==> config.mk <==
export PLATFORM = sky130hd
export DESIGN_NAME = pipeline_hazard_controller
export DESIGN_NICKNAME = d
export VERILOG_FILES = /design/src/rtl/pipeline_ctrl_pkg.sv /design/src/rtl/pipeline_hazard_controller_hazard_detect.sv /design/src/rtl/pipeline_hazard_controller.sv
export SDC_FILE = /design/constraint.sdc
export NUM_CORES = 1
export LEC_CHECK = 0
export ABC_CLOCK_PERIOD_IN_PS = 2700
export CORE_MARGIN = 5
export CORE_UTILIZATION = 42
export CTS_CLUSTER_SIZE = 24
export DETAILED_ROUTE_END_ITERATION = 6
export PLACE_DENSITY = 0.78
export SYNTH_ARGS = -nofsm -noshare
export SYNTH_HDL_FRONTEND = slang
export SYNTH_SLANG_ARGS = --single-unit
==> constraint.sdc <==
create_clock -name clk -period 2.7 [get_ports clk]
set_input_delay 0.54 -clock clk [delete_from_list [all_inputs] [get_ports clk]]
set_output_delay 0.54 -clock clk [all_outputs]
set_load 0.1 [all_outputs]
==> src/rtl/pipeline_ctrl_pkg.sv <==
// Shared types and constants for the pipeline hazard controller.
// Holds the controller state encoding, ALU opcode values and the default register-address width.
package pipeline_ctrl_pkg;

  typedef enum logic {
    RUN   = 1'b0,
    MULTI = 1'b1
  } ctrl_state_t;

  localparam logic [2:0] ALU_ADD = 3'b001;
  localparam logic [2:0] ALU_AND = 3'b010;
  localparam logic [2:0] ALU_SUB = 3'b011;
  localparam logic [2:0] ALU_OR  = 3'b100;
  localparam logic [2:0] ALU_MUL = 3'b110;

  localparam int REG_AW_DEF = 4;

endpackage

==> src/rtl/pipeline_hazard_controller_hazard_detect.sv <==
// Combinational load-use detector.
// Flags a decode instruction that reads the destination of a load currently in execute.
module hazard_detect #(
  parameter int REG_AW = 4
) (
  input  logic              valid_execute,
  input  logic              mem_read_execute,
  input  logic [REG_AW-1:0] rd_execute,
  input  logic [REG_AW-1:0] rs_a_decode,
  input  logic [REG_AW-1:0] rs_b_decode,
  input  logic              use_a_decode,
  input  logic              use_b_decode,
  output logic              load_use
);

  logic match_a;
  logic match_b;

  always_comb begin
    match_a  = use_a_decode && (rs_a_decode == rd_execute);
    match_b  = use_b_decode && (rs_b_decode == rd_execute);
    // A bubble in execute never produces a hazard, even with stale load fields.
    load_use = valid_execute && mem_read_execute && (match_a || match_b);
  end

endmodule

==> src/rtl/pipeline_hazard_controller.sv <==
// Pipeline sequencer around the execute stage: load-use stalls, taken-branch flushes
// and multi-cycle ALU holds, plus a saturating count of stalled cycles.
module pipeline_hazard_controller
  import pipeline_ctrl_pkg::*;
#(
  parameter int         MULTI_LAT = 4,
  parameter logic [2:0] MULTI_OP  = ALU_MUL,
  parameter int         REG_AW    = REG_AW_DEF
) (
  input  logic              clk,
  input  logic              rst,
  input  logic [REG_AW-1:0] rs_a_decode,
  input  logic [REG_AW-1:0] rs_b_decode,
  input  logic              use_a_decode,
  input  logic              use_b_decode,
  input  logic              valid_execute,
  input  logic [REG_AW-1:0] rd_execute,
  input  logic              mem_read_execute,
  input  logic [2:0]        ALUop_execute,
  input  logic              branch_taken_execute,
  output logic              pc_en,
  output logic              fd_en,
  output logic              fd_flush,
  output logic              de_en,
  output logic              de_flush,
  output logic              em_en,
  output logic              em_flush,
  output logic              alu_busy,
  output logic [15:0]       stall_cycles
);

  localparam int              CNT_W    = (MULTI_LAT > 2) ? $clog2(MULTI_LAT) : 1;
  localparam logic [CNT_W-1:0] CNT_LOAD = CNT_W'((MULTI_LAT >= 2) ? (MULTI_LAT - 2) : 0);
  localparam logic            MULTI_EN = (MULTI_LAT > 1);

  ctrl_state_t      state_q, state_d;
  logic [CNT_W-1:0] cnt_q, cnt_d;
  logic [15:0]      stall_q, stall_d;

  logic load_use;
  logic branch_hit;
  logic multi_hit;

  hazard_detect #(
    .REG_AW(REG_AW)
  ) u_hazard_detect (
    .valid_execute   (valid_execute),
    .mem_read_execute(mem_read_execute),
    .rd_execute      (rd_execute),
    .rs_a_decode     (rs_a_decode),
    .rs_b_decode     (rs_b_decode),
    .use_a_decode    (use_a_decode),
    .use_b_decode    (use_b_decode),
    .load_use        (load_use)
  );

  always_comb begin
    state_d    = state_q;
    cnt_d      = cnt_q;
    pc_en      = 1'b1;
    fd_en      = 1'b1;
    fd_flush   = 1'b0;
    de_en      = 1'b1;
    de_flush   = 1'b0;
    em_en      = 1'b1;
    em_flush   = 1'b0;
    alu_busy   = 1'b0;
    branch_hit = valid_execute && branch_taken_execute;
    multi_hit  = MULTI_EN && valid_execute && (ALUop_execute == MULTI_OP);

    case (state_q)
      RUN: begin
        if (branch_hit) begin
          fd_flush = 1'b1;
          de_flush = 1'b1;
        end else if (multi_hit) begin
          pc_en    = 1'b0;
          fd_en    = 1'b0;
          de_en    = 1'b0;
          em_flush = 1'b1;
          alu_busy = 1'b1;
          state_d  = MULTI;
          cnt_d    = CNT_LOAD;
        end else if (load_use) begin
          pc_en    = 1'b0;
          fd_en    = 1'b0;
          de_flush = 1'b1;
        end
      end
      MULTI: begin
        // Final cycle of the op falls through with defaults so its result lands in ExecuteMemory.
        if (cnt_q != '0) begin
          pc_en    = 1'b0;
          fd_en    = 1'b0;
          de_en    = 1'b0;
          em_flush = 1'b1;
          alu_busy = 1'b1;
          cnt_d    = cnt_q - CNT_W'(1);
        end else begin
          state_d = RUN;
        end
      end
      default: state_d = RUN;
    endcase

    if (rst) begin
      pc_en    = 1'b0;
      fd_en    = 1'b0;
      de_en    = 1'b0;
      em_en    = 1'b0;
      fd_flush = 1'b1;
      de_flush = 1'b1;
      em_flush = 1'b1;
      alu_busy = 1'b0;
    end

    stall_d = (!pc_en && (stall_q != 16'hFFFF)) ? (stall_q + 16'd1) : stall_q;
  end

  always_ff @(posedge clk or posedge rst) begin
    if (rst) begin
      state_q <= RUN;
      cnt_q   <= '0;
      stall_q <= '0;
    end else begin
      state_q <= state_d;
      cnt_q   <= cnt_d;
      stall_q <= stall_d;
    end
  end

  assign stall_cycles = stall_q;

endmodule

==> metrics.cfg <==
[global_route]
grt_pass1_vias=989
grt_pass1_wl_mm=4.58
grt_max_degree=23
antenna_found_initial=0
track_usage=0.161
overflow=0

[final_layout]
fillers=206
fin_area_mm2=0.00173
nets=189
syn_to_final_growth_pct=53.0
num_antenna_cells=0
fin_cells=194
drive_above_1_share=0.274

[worst_hold_path]
min_from=cnt_q[0]
hold_class=flop to flop

[floorplanning]
dieArea_mm2=0.00383
initial_utilization=0.449
rows=18
ios=46
fp.dieH_um=61.9
core_mm2=0.00252
die_w_um=61.9

[clocking]
clk_latency_ns=0.30
cts_sinks=19
cts-root-buf=clkbuf_4
path_clk_slew_ns=0.10
cts_buffers=3
cts_buffer_depth=2
cts_tree=done
htree_num_levels=1

[worst_setup_path]
end_kind=primary output
worstPathRequired_ns=2.16
worstSetupStartpointType=primary input
r2r_start=stall_cycles[0]
worstPathMaxFanout=5
critical_path_arrival_ns=2.09
crit_type=primary input to primary output
crit_start=ALUop_execute[0]

[placed_design]
placed_cells=189
gp_congestion=0.802
place_ws_ns=0.0497
hpwl_mm=2.24
port_buffers=45
placed_cell_area_mm2=0.00169

[yosys]
yosysUniqueCellTypes=33
yosysMostFrequentCell=dfrtp_1
ys_top_cells_by_area=dfrtp_1 42%, xnor2_1 7.0%, xor2_1 7.0%, nand3_1 4.0%, nand2_1 3.3%
avgSynthCellArea_um2=10.0
ys_seq_area_frac=0.420
yosys.area.top_type=dfrtp_1
ys_ff_latch=19
synthFlopType=dfrtp_1
synth_warnings=0
synth-edff-count=0
netlist_area_mm2=0.00113
synth_top_area_frac=0.420
synth_async_sr_flop_share=1.00
synth_fp_nets=137
netlist_top_cells_count=19 x dfrtp_1, 10 x nand2_1, 9 x nand3_1, 9 x xnor2_1, 9 x xor2_1
syn_inst=113

[routing]
drt_wl_total_mm=2.73
first_iter_violations=33
dr_total_vias=1026
first_pass_iters=4
vias_per_cell=5.29
drtAntennaViolNets=0
wl_per_cell_um=14.1
drc=0

[status]
status=finished clean

[sta]
fmaxAchievable_mhz=380
fin_crit_sh=0.974
fin_skew_ns=0.00692
rsz0062_at_grt=false
period_needed_ns=2.63
tightestPinTransition_ns=0.335
setup_slack_ns=0.0692
setup_violations=0
relSlewSlack=0.775
slew_viol_final=0
hold_viol_final=0

[pwr]
sw_frac_of_total=0.563
power_frac_seq=0.255
p_int_w=0.000774
pwr-share-comb=0.662
leakage_nw=0.807
power.switching_w=0.000999
p_per_area_mw_per_mm2=1020
ir_worst_vdd_uv=1220
clockPowerShare=0.083

[flow_run]
drv_cap=0

[power by group through the flow]
stage	logic [W]	registers, W	clock network [W]
2_1_floorplan	0.000500	0.000812	0
3_3_place_gp	0.00116	0.000452	0
3_5_place_dp	0.00117	0.000459	0
4_1_cts	0.00118	0.000453	0.000151
5_1_grt	0.00123	0.000470	0.000162
6_report	0.00117	0.000453	0.000146
[through the flow]
stage	util	hold slack, ns	TNS (ns)	power (W)
2_1_floorplan	-	0.451	-0.778	0.00131
3_3_place_gp	0.671	0.460	0	0.00161
3_5_place_dp	0.671	0.470	0	0.00163
4_1_cts	0.682	0.485	0	0.00178
5_1_grt	0.687	0.498	0	0.00186
6_report	0.687	0.479	0	0.00177
[worst paths after layout]
path / to / slack [ns] / depth (start not counted)
max: fd_en / 0.07 / 7
min: cnt_q[0] / 0.48 / 1
max reg2reg: stall_cycles[15] / 0.57 / 7
min reg2reg: cnt_q[0] / 0.48 / 1
max in group asynchronous: stall_cycles[4] / 1.79 / 3
min in group asynchronous: stall_cycles[2] / 0.67 / 3
[per-layer routing]
layer,part of all wire,vias to the layer above,track usage
li1,-,504,-
met4,0.0048,0,0.0182
met3,0.049,2,0.0372
met1,0.40,498,0.210
met2,0.54,22,0.280
met5,0,-,0
[cell usage in the layout (no fill, tap or decap), types with 2 or more instances in the layout]
cell / instances
a31oi_1: 4
buf_4: 20
a21oi_1: 3
nand4_1: 4
nand2_1: 9
clkdlybuf4s50_1: 21
nand2b_1: 2
nor3_1: 3
buf_12: 8
nor4_1: 2
mux2_2: 2
nor2_1: 7
dfrtp_1: 19
ha_1: 2
and2_1: 2
inv_1: 5
xnor2_1: 9
nand3_1: 9
clkbuf_4: 3
and3_1: 2
xor2_1: 9
[sequential cells by signal, summed over array words and instances, names as in the netlist]
signal and count:
cnt_q 2, stall_cycles 16, state_q 1
[worst max-delay path: stages]
cell             delay [ns]
clkdlybuf4s50_1        0.45
nand3b_1               0.17
o41ai_4                0.08
or2b_4                 0.29
or2_4                  0.31
inv_12                 0.08
buf_12                 0.16
[cell families after synthesis]
family          after synthesis  synth area share
compound gates               12            0.0873
xor+xnor                     18             0.139
fa+ha+maj                     2            0.0221
buf+inv                       9            0.0365
flops                        19             0.420
mux                           4            0.0387
simple gates                 49             0.256
[timing repair]
| action | 4_1_cts | 5_1_grt |
|---|---|---|
| hold buffers | 0 | 0 |
| setup endpoints to repair | 0 | 2 |
| buffers inserted | 0 | 1 |
| gates resized for setup | 0 | 1 |
[area by class of cell]
class                           count  area (um2)  area share
Clock buffer                        4        26.3      0.0152
Inverter                            7        42.5      0.0245
Multi-Input combinational cell     85         631       0.364
Sequential cell                    19         475       0.274
Tap cell                           30        37.5      0.0217
Timing Repair Buffer               49         520       0.300
No activity file was read; power rests on OpenSTA's default activity.
